### src/rtl/lsu_fsm.sv
// Multi-cycle load/store unit: one access at a time, byte-strobed word requests, response watchdog.
// Optional macro LSU_MISALIGN_TRAP_EN turns misaligned half/word accesses into error responses.
module lsu_fsm #(
   parameter int unsigned TIMEOUT = 255
) (
   input  logic        clk,
   input  logic        rst_n,
   input  logic        req_valid,
   output logic        req_ready,
   input  logic        req_we,
   input  logic [2:0]  req_op,
   input  logic [31:0] req_addr,
   input  logic [31:0] req_wdata,
   output logic        resp_valid,
   input  logic        resp_ready,
   output logic [31:0] resp_rdata,
   output logic        resp_err,
   output logic        mem_req,
   input  logic        mem_gnt,
   output logic        mem_we,
   output logic [31:0] mem_addr,
   output logic [3:0]  mem_wstrb,
   output logic [31:0] mem_wdata,
   input  logic        mem_rvalid,
   input  logic [31:0] mem_rdata
);

   typedef enum logic [1:0] {
      IDLE  = 2'd0,
      ISSUE = 2'd1,
      WAIT  = 2'd2,
      RESP  = 2'd3
   } state_t;

   localparam logic [15:0] TIMEOUT_C = 16'(TIMEOUT);

   state_t      state_r;
   state_t      state_nxt_s;
   logic        we_r;
   logic [2:0]  op_r;
   logic [31:0] addr_r;
   logic [3:0]  wstrb_r;
   logic [31:0] wdata_r;
   logic [15:0] cnt_r;
   logic [31:0] rdata_r;
   logic        err_r;
   logic        fault_s;

   function automatic logic bad_op_f(input logic [2:0] op);
      case (op)
         3'b000, 3'b001, 3'b010, 3'b100, 3'b101: bad_op_f = 1'b0;
         default:                                bad_op_f = 1'b1;
      endcase
   endfunction

   function automatic logic misalign_f(input logic [2:0] op, input logic [1:0] a);
`ifdef LSU_MISALIGN_TRAP_EN
      case (op[1:0])
         2'b01:   misalign_f = a[0];
         2'b10:   misalign_f = (a != 2'b00);
         default: misalign_f = 1'b0;
      endcase
`else
      misalign_f = 1'b0 & (^{op, a});
`endif
   endfunction

   function automatic logic [3:0] strb_f(input logic [2:0] op, input logic [1:0] a);
      case (op[1:0])
         2'b00:   strb_f = 4'b0001 << a;
         2'b01:   strb_f = 4'b0011 << {a[1], 1'b0};
         2'b10:   strb_f = 4'b1111;
         default: strb_f = 4'b0000;
      endcase
   endfunction

   function automatic logic [31:0] wdata_f(input logic [2:0] op, input logic [31:0] wd);
      case (op[1:0])
         2'b00:   wdata_f = {4{wd[7:0]}};
         2'b01:   wdata_f = {2{wd[15:0]}};
         default: wdata_f = wd;
      endcase
   endfunction

   // Lane shift then sign-extend (op[2]=0) or zero-fill (op[2]=1)
   function automatic logic [31:0] load_f(input logic [2:0] op, input logic [1:0] a,
                                          input logic [31:0] rd);
      logic [31:0] sh;
      case (op[1:0])
         2'b00: begin
            sh     = rd >> {a, 3'b000};
            load_f = {{24{~op[2] & sh[7]}}, sh[7:0]};
         end
         2'b01: begin
            sh     = rd >> {a[1], 4'b0000};
            load_f = {{16{~op[2] & sh[15]}}, sh[15:0]};
         end
         default: begin
            sh     = rd;
            load_f = sh;
         end
      endcase
   endfunction

   assign fault_s = bad_op_f(req_op) | misalign_f(req_op, req_addr[1:0]);

   // State register
   always_ff @(posedge clk or negedge rst_n) begin
      if (!rst_n) begin
         state_r <= IDLE;
      end else begin
         state_r <= state_nxt_s;
      end
   end

   // Next-state logic
   always_comb begin
      state_nxt_s = state_r;
      case (state_r)
         IDLE: begin
            if (req_valid) begin
               state_nxt_s = fault_s ? RESP : ISSUE;
            end else begin
               state_nxt_s = IDLE;
            end
         end
         ISSUE: begin
            if (mem_gnt) begin
               state_nxt_s = WAIT;
            end else begin
               state_nxt_s = ISSUE;
            end
         end
         WAIT: begin
            if (mem_rvalid || (cnt_r == TIMEOUT_C)) begin
               state_nxt_s = RESP;
            end else begin
               state_nxt_s = WAIT;
            end
         end
         RESP: begin
            if (resp_ready) begin
               state_nxt_s = IDLE;
            end else begin
               state_nxt_s = RESP;
            end
         end
         default: state_nxt_s = IDLE;
      endcase
   end

   // Request capture, watchdog and response latching
   always_ff @(posedge clk or negedge rst_n) begin
      if (!rst_n) begin
         we_r    <= 1'b0;
         op_r    <= 3'b000;
         addr_r  <= 32'h0000_0000;
         wstrb_r <= 4'b0000;
         wdata_r <= 32'h0000_0000;
         cnt_r   <= 16'h0000;
         rdata_r <= 32'h0000_0000;
         err_r   <= 1'b0;
      end else begin
         case (state_r)
            IDLE: begin
               if (req_valid) begin
                  we_r    <= req_we;
                  op_r    <= req_op;
                  addr_r  <= req_addr;
                  wstrb_r <= req_we ? strb_f(req_op, req_addr[1:0]) : 4'b0000;
                  wdata_r <= req_we ? wdata_f(req_op, req_wdata) : 32'h0000_0000;
                  err_r   <= fault_s;
                  rdata_r <= 32'h0000_0000;
               end
            end
            ISSUE: begin
               if (mem_gnt) begin
                  cnt_r <= 16'h0000;
               end
            end
            WAIT: begin
               if (mem_rvalid) begin
                  err_r   <= 1'b0;
                  rdata_r <= we_r ? 32'h0000_0000 : load_f(op_r, addr_r[1:0], mem_rdata);
               end else if (cnt_r == TIMEOUT_C) begin
                  err_r   <= 1'b1;
                  rdata_r <= 32'h0000_0000;
               end else begin
                  cnt_r <= cnt_r + 16'h0001;
               end
            end
            default: begin
               cnt_r <= cnt_r;
            end
         endcase
      end
   end

   // Outputs decode the state register so reset drops them immediately
   assign req_ready  = (state_r == IDLE);
   assign resp_valid = (state_r == RESP);
   assign resp_rdata = resp_valid ? rdata_r : 32'h0000_0000;
   assign resp_err   = resp_valid & err_r;
   assign mem_req    = (state_r == ISSUE);
   assign mem_we     = mem_req & we_r;
   assign mem_addr   = mem_req ? {addr_r[31:2], 2'b00} : 32'h0000_0000;
   assign mem_wstrb  = mem_req ? wstrb_r : 4'b0000;
   assign mem_wdata  = mem_req ? wdata_r : 32'h0000_0000;

endmodule

### config.mk
export PLATFORM = sky130hd
export DESIGN_NAME = lsu_fsm
export DESIGN_NICKNAME = d
export VERILOG_FILES = /design/src/rtl/lsu_fsm.sv
export SDC_FILE = /design/constraint.sdc
export NUM_CORES = 1
export LEC_CHECK = 0
export CORE_MARGIN = 3
export CORE_UTILIZATION = 33
export CTS_CLUSTER_SIZE = 14
export DETAILED_ROUTE_END_ITERATION = 6
export MAX_ROUTING_LAYER = met4
export PLACE_DENSITY = 0.71
export SYNTH_ARGS = -nofsm -noshare
export SYNTH_HDL_FRONTEND = slang
export SYNTH_SLANG_ARGS = --single-unit
### constraint.sdc
create_clock -name clk -period 6.8 [get_ports clk]
set_clock_uncertainty 0.15 [all_clocks]
set_input_delay 1.36 -clock clk [delete_from_list [all_inputs] [get_ports clk]]
set_output_delay 1.36 -clock clk [all_outputs]
set_load 0.05 [all_outputs]
==> results of run 1 <==
==> worst max-delay path: stages, from the launching register on <==
cell	delay, ns
dfrtp_1	0.80
nor2b_4	0.73
buf_4	0.42
and2_1	0.18
clkdlybuf4s50_1	0.82
==> worst max path at each step <==
stage                     from            end  slack (ns)  cells past startpoint
floorplan           state_r[0]  mem_wdata[22]        3.49                      3
CTS                 state_r[1]   mem_addr[31]        1.86                      4
finish              state_r[1]  mem_wdata[25]        1.88                      4
detailed placement  state_r[1]   mem_addr[31]        2.31                      4
global route        state_r[1]    mem_addr[8]        1.63                      4
global placement    state_r[1]   mem_addr[31]        2.37                      4
==> layer usage <==
metal	vias up	track usage (%)	share of wire (%)
met5	-	-	0
met4	0	4.704	1.7
met3	23	6.425	6.8
met2	188	29.96	47
met1	2911	25.31	45
li1	2863	-	-
==> layout make-up <==
| class | count | area, um2 | area share, % |
|---|---|---|---|
| repair buffers | 218 | 2155 | 23.00 |
| inverters | 7 | 26.28 | 0.2805 |
| clock buffers | 17 | 425.4 | 4.541 |
| clock inverters | 14 | 197.7 | 2.110 |
| flip-flops and latches | 123 | 3078 | 32.86 |
| well taps | 260 | 325.3 | 3.473 |
| diodes | 2 | 5.005 | 0.05343 |
| multi-input cells | 537 | 3156 | 33.69 |
==> power breakdown <==
group	internal, W	switching [W]
Sequential	0.000984	0.000208
Clock	0.000613	0.000352
Combinational	0.000575	0.000987
Total	0.00217	0.00155
==> sequential cells by signal, summed over array words and instances (netlist names) <==
register and count:
err_r 1, state_r 2, wdata_r 32, op_r 3, cnt_r 16, addr_r 32, we_r 1, wstrb_r 4
rdata_r 32
==> logic make-up after synthesis <==
family | count (synthesis)
and+or+nand+nor | 362
AOI/OAI and AO/OA | 132
muxes | 40
adders and majority gates | 1
other | 1
DFF | 123
buffers and inverters | 63
==> through the flow <==
stage / area (um2) / util [%] / std cells / power [W]
final: 9368 / 49.42 / 1178 / 0.003718
after global routing: 9368 / 49.42 / 1178 / 0.003954
after CTS: 9363 / 49.39 / 1176 / 0.003756
after detailed placement: 8740 / 46.11 / 1145 / 0.002774
after global placement: 8740 / 46.11 / 1145 / 0.002750
after floorplan: 6476 / - / 723 / 0.002231
==> cell usage in the layout (no fill, tap or decap), drive strengths merged, types with 2 or more instances in the layout <==
cell / count
or3: 11
o41ai: 4
o31ai: 6
nand4: 3
a21oi: 32
o311ai: 3
o21ai: 31
conb: 2
and2: 72
nor2: 24
buf: 11
a21boi: 7
o22ai: 2
dfrtp: 123
a22o: 9
mux2i: 38
nand2b: 7
clkinvlp: 2
clkdlybuf4s50: 207
nand3: 17
nand2: 173
and3: 34
o2bb2ai: 7
nor2b: 3
diode: 2
clkbuf: 17
nor3: 4
inv: 8
o21a: 2
clkinv: 7
bufinv: 4
nor4: 2
a221oi: 2
or4: 8
a221o: 23
==> flow_summary_export.csv, run 1 <==
group,metric,value,unit
floorplan,die-area,0.02133,mm2
grt,antenna_found_initial,2,
synthesis,synth.area.mux_share,6.399,%
placed_design,io_buffers,208,
synthesis,synthTopCellsByCount,"nand2_1 (173), dfrtp_1 (123), and2_1 (72)",
clock_tree,clock_path_buffers,2,
grt,grt_pass1_vias,6106,
sta,slew_headroom,25.74,%
worst_setup_path,rrSetupSlack,3.60,ns
clock_tree,cts.sinks,123,
grt,grt_max_degree,81,
clock_tree,cts_resized,0,
hold_path,holdCritStartpoint,"wdata_r[3]",
synthesis,seq_area_frac_synth,47.55,%
hold_path,min_to,"wdata_r[3]",
sta,setup_viol,0,
floorplan,start_util,34.15,%
floorplan,rows,50,
synthesis,synth_edf_count,0,
clock_tree,cts_hold_buffers,0,
worst_setup_path,r2r-end,"cnt_r[13]",
clock_tree,cts_tree,"yes",
sta,setup_tns,0,ns
detailed_routing,vias,5985,
synthesis,syn-instance-count,722,
power,cellPowerDensity,396.9,mW/mm2
worst_setup_path,endpoint_kind,"output pin",
worst_setup_path,ff2ff_path_depth,4,
synthesis,synth_top_family_by_area,"simple AND/OR/NAND/NOR gates",
job,max-cap-violations,0,
synthesis,synthArstFlopShare,100.0,%
synthesis,synth-simple-area-share,27.30,%
worst_setup_path,start_kind,"register",
worst_setup_path,path_class,"reg2out",
synthesis,yosysMostFrequentCell,"nand2_1",
synthesis,synth_xor_area_share,0,%
finish,layout-drive-gt1-share,5.677,%
synthesis,synth-compound-area-share,14.58,%
synthesis,synth.area.top_cells,"dfrtp_1 (48%), nand2_1 (10%), and2_1 (7.0%)",
sta,rsz0062_at_grt,"no",
power,peakVddDrop,0.0002034,V
detailed_routing,vias_per_cell,5.081,
clock_tree,htreeDepth,4,
clock_tree,cts-root-buf,"clkbuf_16",
sta,slew_viol_final,0,
detailed_routing,firstDrtPassIters,6,
floorplan,die_w,146.1,um
sta,holdWs,0.3099,ns
clock_tree,clkTransAtPathRegs,0.06,ns
synthesis,synthAdderAreaFrac,0.1933,%
grt,grt_first_pass_wirelength,32.70,mm
hold_path,min_path_cells,2,
synthesis,ys_warn_count,0,
synthesis,syn_area_per_cell,8.965,um2
finish,area_delta_synth_final,44.73,%
placed_design,dp_hpwl,13.93,mm
worst_setup_path,reg2reg_from,"state_r[1]",
worst_setup_path,cp_data_arrival_time,3.41,ns
sta,post-route-period-util,72.31,%
synthesis,syn-cell-area,0.006472,mm2
grt,grt_overflow,0,
hold_path,hold_path.class,"reg2reg",
sta,hold_viol_final,0,
sta,min_period,4.917,ns
sta,setup_ws,1.883,ns
floorplan,io-pin-count,211,
synthesis,synth_area_leader_cell,"dfrtp_1",
synthesis,synthDistinctLibCells,48,
finish,layout.nets,1011,
finish,fillCellCount,1789,
clock_tree,post-cts-setup-buffers,0,
detailed_routing,totalWireLength,20.13,mm
detailed_routing,drc_errors,0,
placed_design,dp_slack,2.311,ns
clock_tree,clk_latency,0.42,ns
outcome,status,"complete, no violations",
worst_setup_path,path_max_fanout,42,
floorplan,die_y,146.1,um
detailed_routing,wl_per_cell,17.09,um
synthesis,synth_seq_cells,123,
detailed_routing,drt_iter0_drc,359,
detailed_routing,ant_nets,0,
synthesis,synthDominantCellAreaShare,47.55,%
synthesis,synthFlopType,"dfrtp_1",
clock_tree,cts_made_buffers,17,
sta,max_freq,203.4,MHz
floorplan,core-area,0.01896,mm2
sta,tightest_slew,1.114,ns
grt,grt_usage,19.56,%
placed_design,gp_routability_congestion,0.8249,
worst_setup_path,critPathRequiredTime,5.29,ns
power,p_leak,4.214,nW
Power figures use the tool's default switching activity.
==> run 2, diff against run 1 <==
==> constraint.sdc (replaced) <==
create_clock -name clk -period 4.6 [get_ports clk]
set_clock_uncertainty 0.15 [all_clocks]
set_input_delay 0.92 -clock clk [delete_from_list [all_inputs] [get_ports clk]]
set_output_delay 0.92 -clock clk [all_outputs]
set_load 0.05 [all_outputs]
==> run 2 against run 1 <==
Against the previous run: hold slack got worse by 0.0016 ns; first-iteration DRC count increased by 3.9%; sequential power increased by 45%; final cell count increased by 0.42%; setup slack got worse by 1.1 ns; register-to-register slack got worse by 1.7 ns; sequential cell count unchanged; design area about the same; clock power increased by 40%; die area unchanged; sequential share of layout area about the same.
==> flow_summary_export.csv, run 2 (synthesis results as in run 1) <==
group,metric,value,unit
outcome,status,"complete, no violations",
grt,globalRouteMet1Util,25.61,%
sta,slew_headroom,34.41,%
placed_design,gp_routability_congestion,0.8270,
clock_tree,cts-root-buf,"clkbuf_16",
power,cellPowerDensity,579.6,mW/mm2
clock_tree,cts_tree,"yes",
grt,met2_usage,29.22,%
worst_setup_path,start_kind,"register",
finish,fin_util,49.47,%
detailed_routing,drc_errors,0,
finish,area_delta_synth_final,44.87,%
finish,fin_area,0.009376,mm2
worst_setup_path,path_class,"reg2out",
grt,grt_max_degree,66,
sta,setup_ws,0.7361,ns
finish,layout.nets,1014,
grt,antenna_found_initial,3,
power,peakVddDrop,0.0003021,V
floorplan,rows,50,
finish,final_common_cell,"clkdlybuf4s50_1",
detailed_routing,ant_nets,0,
placed_design,dp_hpwl,14.31,mm
worst_setup_path,endpoint_kind,"output pin",
worst_setup_path,cp_data_arrival_time,2.79,ns
sta,post-route-period-util,84.00,%
clock_tree,post-cts-setup-buffers,0,
job,max-cap-violations,0,
floorplan,die_y,146.1,um
floorplan,die_w,146.1,um
placed_design,dpl.cell_count,1148,
detailed_routing,drt_iter0_drc,373,
sta,max_freq,258.8,MHz
grt,grt_overflow,0,
clock_tree,cts.sinks,123,
finish,layout_common_cells,"clkdlybuf4s50_1 (207), nand2_1 (172), dfrtp_1 (123)",
detailed_routing,vias_per_cell,5.123,
grt,grt_usage,19.31,%
clock_tree,htreeDepth,4,
detailed_routing,totalWireLength,20.23,mm
grt,use_met3,5.959,%
clock_tree,clock_path_buffers,2,
clock_tree,clkTransAtPathRegs,0.06,ns
detailed_routing,firstDrtPassIters,5,
finish,layoutNonFillerInstCount,1183,
finish,layout-drive-gt1-share,6.087,%
grt,grt_first_pass_wirelength,32.34,mm
sta,hold_viol_final,0,
sta,tightest_slew,0.9804,ns
sta,slew_viol_final,0,
floorplan,core-area,0.01896,mm2
sta,setup_tns,0,ns
hold_path,hold_path.class,"reg2reg",
clock_tree,clk_latency,0.42,ns
worst_setup_path,path_max_fanout,39,
floorplan,io-pin-count,211,
grt,grt_pass1_vias,5941,
clock_tree,cts_made_buffers,17,
placed_design,dp_slack,1.147,ns
detailed_routing,vias,6061,
clock_tree,cts_resized,0,
finish,largest_registers,"addr_r: 32 flops, rdata_r: 32 flops, wdata_r: 32 flops",
sta,setup_viol,0,
clock_tree,cts_hold_buffers,0,
sta,min_period,3.864,ns
placed_design,io_buffers,208,
placed_design,placed_area,0.008775,mm2
detailed_routing,wl_per_cell,17.10,um
floorplan,start_util,34.15,%
sta,rsz0062_at_grt,"no",
power,p_leak,4.208,nW
grt,grt-busiest-layer,"met2",
floorplan,die-area,0.02133,mm2
worst_setup_path,critPathRequiredTime,3.53,ns
## run 2: cell types whose count changed in the layout (fill, tap and decap cells not counted)
cell / change
inv_6: +2
clkinv_4: -5
diode_2: +1
buf_12: +1
clkbuf_8: +2
bufinv_16: -2
buf_4: +2
clkinvlp_4: +4
## run 2: metrics by stage
stage / total power, W / hold slack, ns
after floorplan: 0.003298 / 0.2804
after global placement: 0.004068 / 0.2929
after detailed placement: 0.004108 / 0.2978
after CTS: 0.005484 / 0.3106
after global routing: 0.005758 / 0.3391
final: 0.005434 / 0.3083
## run 2: critical path, cell delays in order (launching register included)
cell and delay (ns):
dfrtp_1 0.40, nor2b_4 0.61, buf_4 0.37, and2_1 0.18, clkdlybuf4s50_1 0.80
## run 2: layout make-up
class	count	area [um2]
fill	1783	9579
timing repair buffer	221	2190
inverter	7	26.28
clock buffer	19	452.9
antenna	3	7.507
multi-input combinational	537	3156
sequential	123	3078
clock inverter	13	141.4
tap	260	325.3
## run 2: power by group
group / switching [W] / leakage [nW] / internal (W) / total, W
sequential: 0.000261 / 1.61 / 0.00146 / 0.00172
clock: 0.000519 / 0.274 / 0.000828 / 0.00135
combinational: 0.00151 / 2.33 / 0.000858 / 0.00237
total: 0.00229 / 4.21 / 0.00314 / 0.00543
## run 2: worst paths after layout
kind	from	to	slack, ns	depth (start not counted)
max	state_r[1]	mem_wdata[26]	0.74	4
min	wdata_r[4]	wdata_r[4]	0.31	2
max reg2reg	cnt_r[10]	rdata_r[9]	1.92	5
min reg2reg	wdata_r[4]	wdata_r[4]	0.31	2
max in group asynchronous	rst_n	cnt_r[6]	3.03	2
min in group asynchronous	rst_n	wdata_r[6]	0.45	1
## run 2: routing by layer
metal  routed length [um]  vias to the layer above  part of all wire (%)
met1                 9218                     2935                    46
met5                    0                        -                     0
li1                     -                     2875                     -
met4                  270                        0                   1.3
met3                 1447                       21                   7.2
met2                 9293                      230                    46
==> run 3, diff against run 2 <==
--- a/config.mk
+++ b/config.mk
@@ -10,7 +10,7 @@
 export CTS_CLUSTER_SIZE = 14
 export DETAILED_ROUTE_END_ITERATION = 6
 export MAX_ROUTING_LAYER = met4
-export PLACE_DENSITY = 0.71
+export PLACE_DENSITY = 0.73
 export SYNTH_ARGS = -nofsm -noshare
 export SYNTH_HDL_FRONTEND = slang
 export SYNTH_SLANG_ARGS = --single-unit
==> constraint.sdc (replaced) <==
create_clock -name clk -period 3.4 [get_ports clk]
set_clock_uncertainty 0.15 [all_clocks]
set_input_delay 0.68 -clock clk [delete_from_list [all_inputs] [get_ports clk]]
set_output_delay 0.68 -clock clk [all_outputs]
set_load 0.05 [all_outputs]
==> run 3 against run 2 <==
Against the previous run: clock-buffer cell count decreased by 2; routed wire length decreased by 1.4%; critical endpoint is now resp_rdata[3]; non-clock buffer count increased by 9; sequential power increased by 40%; combinational power increased by 52%; core utilization increased by 4.1 points; via count decreased by 1.6%.
==> flow_summary_export.csv, run 3 (synthesis results as in run 1) <==
group,metric,value,unit
worst_setup_path,cp_data_arrival_time,2.40,ns
sta,setup_ws,0.1673,ns
placed_design,dp_slack,0.4483,ns
sta,min_period,3.233,ns
placed_design,dp_hpwl,14.60,mm
sta,slew_headroom,26.34,%
detailed_routing,firstDrtPassIters,4,
worst_setup_path,critPathRequiredTime,2.57,ns
detailed_routing,drt_iter0_drc,332,
job,max-cap-violations,0,
worst_setup_path,start_kind,"register",
finish,fillCellCount,1696,
grt,grt_first_pass_wirelength,31.43,mm
detailed_routing,ant_nets,0,
outcome,status,"complete, no violations",
power,seqPwrFrac,30.1,%
power,clockPowerShare,24.6,%
sta,hold_viol_final,0,
clock_tree,clkTransAtPathRegs,0.06,ns
worst_setup_path,path_class,"reg2out",
sta,post-route-period-util,95.08,%
sta,slew_viol_final,0,
detailed_routing,wl_per_cell,16.75,um
floorplan,io-pin-count,211,
floorplan,start_util,34.15,%
power,p_sw,0.003204,W
sta,setup_viol,0,
power,p_sw_share,40.21,%
finish,layout.nets,1023,
grt,antenna_found_initial,1,
sta,tightest_slew,1.105,ns
worst_setup_path,reg2reg_from,"state_r[1]",
power,peakVddDrop,0.0004884,V
placed_design,dpl.cell_count,1157,
floorplan,die_w,146.1,um
finish,layoutNonFillerInstCount,1190,
clock_tree,cts.sinks,123,
clock_tree,cts_tree,"yes",
clock_tree,cts_hold_buffers,0,
sta,setup_tns,0,ns
grt,grt_overflow,0,
worst_setup_path,ff2ff_path_depth,5,
grt,grt_usage,18.80,%
finish,largest_registers,"addr_r: 32 flops, rdata_r: 32 flops, wdata_r: 32 flops",
worst_setup_path,worst_path_largest_cell_delay,0.87,ns
finish,layout-drive-gt1-share,14.42,%
finish,layout_common_cells,"nand2_1 (172), clkdlybuf4s50_1 (139), dfrtp_1 (122)",
power,p_total,0.007968,W
clock_tree,htreeDepth,4,
detailed_routing,drc_errors,0,
floorplan,core-area,0.01896,mm2
clock_tree,clk_latency,0.41,ns
placed_design,gp_routability_congestion,0.8086,
clock_tree,clock_path_buffers,2,
floorplan,rows,50,
detailed_routing,vias_per_cell,5.011,
power,p_leak,4.615,nW
finish,area_delta_synth_final,57.01,%
finish,final_common_cell,"nand2_1",
clock_tree,post-cts-setup-buffers,0,
sta,rsz0062_at_grt,"no",
placed_design,io_buffers,208,
worst_setup_path,cp_cell_sequence,"and3_1 -> clkdlybuf4s50_1",
grt,grt_pass1_vias,5923,
power,internal_power,0.004764,W
floorplan,die-area,0.02133,mm2
worst_setup_path,slowest_stage,"dfrtp_1",
worst_setup_path,r2r-end,"cnt_r[11]",
hold_path,hold_path.class,"in2async",
floorplan,die_y,146.1,um
clock_tree,cts-root-buf,"clkbuf_16",
power,combPwrFrac,45.3,%
worst_setup_path,endpoint_kind,"output pin",
sta,max_freq,309.3,MHz
detailed_routing,totalWireLength,19.94,mm
worst_setup_path,rrSetupSlack,0.56,ns
clock_tree,cts_made_buffers,17,
grt,grt_max_degree,64,
power,cellPowerDensity,784.1,mW/mm2
detailed_routing,vias,5963,
worst_setup_path,path_max_fanout,36,
run 3: power groups by stage:
stage          clock network, W  registers, W  logic, W
2_1_floorplan                 0       0.00218   0.00228
3_3_place_gp                  0       0.00240   0.00358
3_5_place_dp                  0       0.00242   0.00363
4_1_cts                 0.00199       0.00240   0.00365
5_1_grt                 0.00205       0.00248   0.00387
6_report                0.00196       0.00240   0.00361
run 3: area by class of cell:
type | count | area (um2) | area share [%]
antenna | 1 | 2.502 | 0.02462
multi-input combinational | 537 | 3156 | 31.05
sequential | 123 | 3079 | 30.30
clock inverter | 15 | 210.2 | 2.068
clock buffer | 17 | 425.4 | 4.186
timing repair buffer | 230 | 2938 | 28.91
tap | 260 | 325.3 | 3.201
inverter | 7 | 26.28 | 0.2586
run 3: worst max-delay path, delay by kind of cell, from the launching register on:
family / cells / cell delay [ns]
AND/OR/NAND/NOR: 1 / 0.27
flip-flops: 1 / 0.87
buffers and inverters: 1 / 0.83
run 3: how the worst max path moves through the flow:
| stage | from | endpoint | slack [ns] | cells past startpoint |
|---|---|---|---|---|
| floorplan | state_r[0] | mem_wdata[22] | 0.77 | 3 |
| global placement | mem_rvalid | rdata_r[7] | 0.49 | 6 |
| detailed placement | req_valid | wdata_r[27] | 0.45 | 5 |
| CTS | state_r[0] | resp_rdata[3] | 0.02 | 2 |
| global route | state_r[1] | resp_rdata[3] | 0.03 | 2 |
| finish | state_r[1] | resp_rdata[3] | 0.17 | 2 |
run 3: stage by stage:
stage                     instance area [um2]  hold WS (ns)  utilization, %
after floorplan                          6476        0.2344               -
after global placement                   9523        0.2953           50.24
after detailed placement                 9523        0.2982           50.24
after CTS                               10160        0.1464           53.59
after global routing                    10160        0.1606           53.61
final                                   10160        0.1288           53.61
run 3: per-layer routing:
layer | wire [um] | GRT usage (%) | share of wire [%] | vias up
li1 | - | - | - | 2898
met1 | 8702 | 23.48 | 44 | 2856
met2 | 9464 | 29.68 | 47 | 191
met3 | 1513 | 6.580 | 7.6 | 18
met4 | 257 | 4.186 | 1.3 | 0
met5 | 0 | - | 0 | -
run 3: what timing repair did:
item,4_1_cts,5_1_grt
resized for setup,0,1
setup endpoints to repair,0,101
endpoints found under the hold margin,0,0
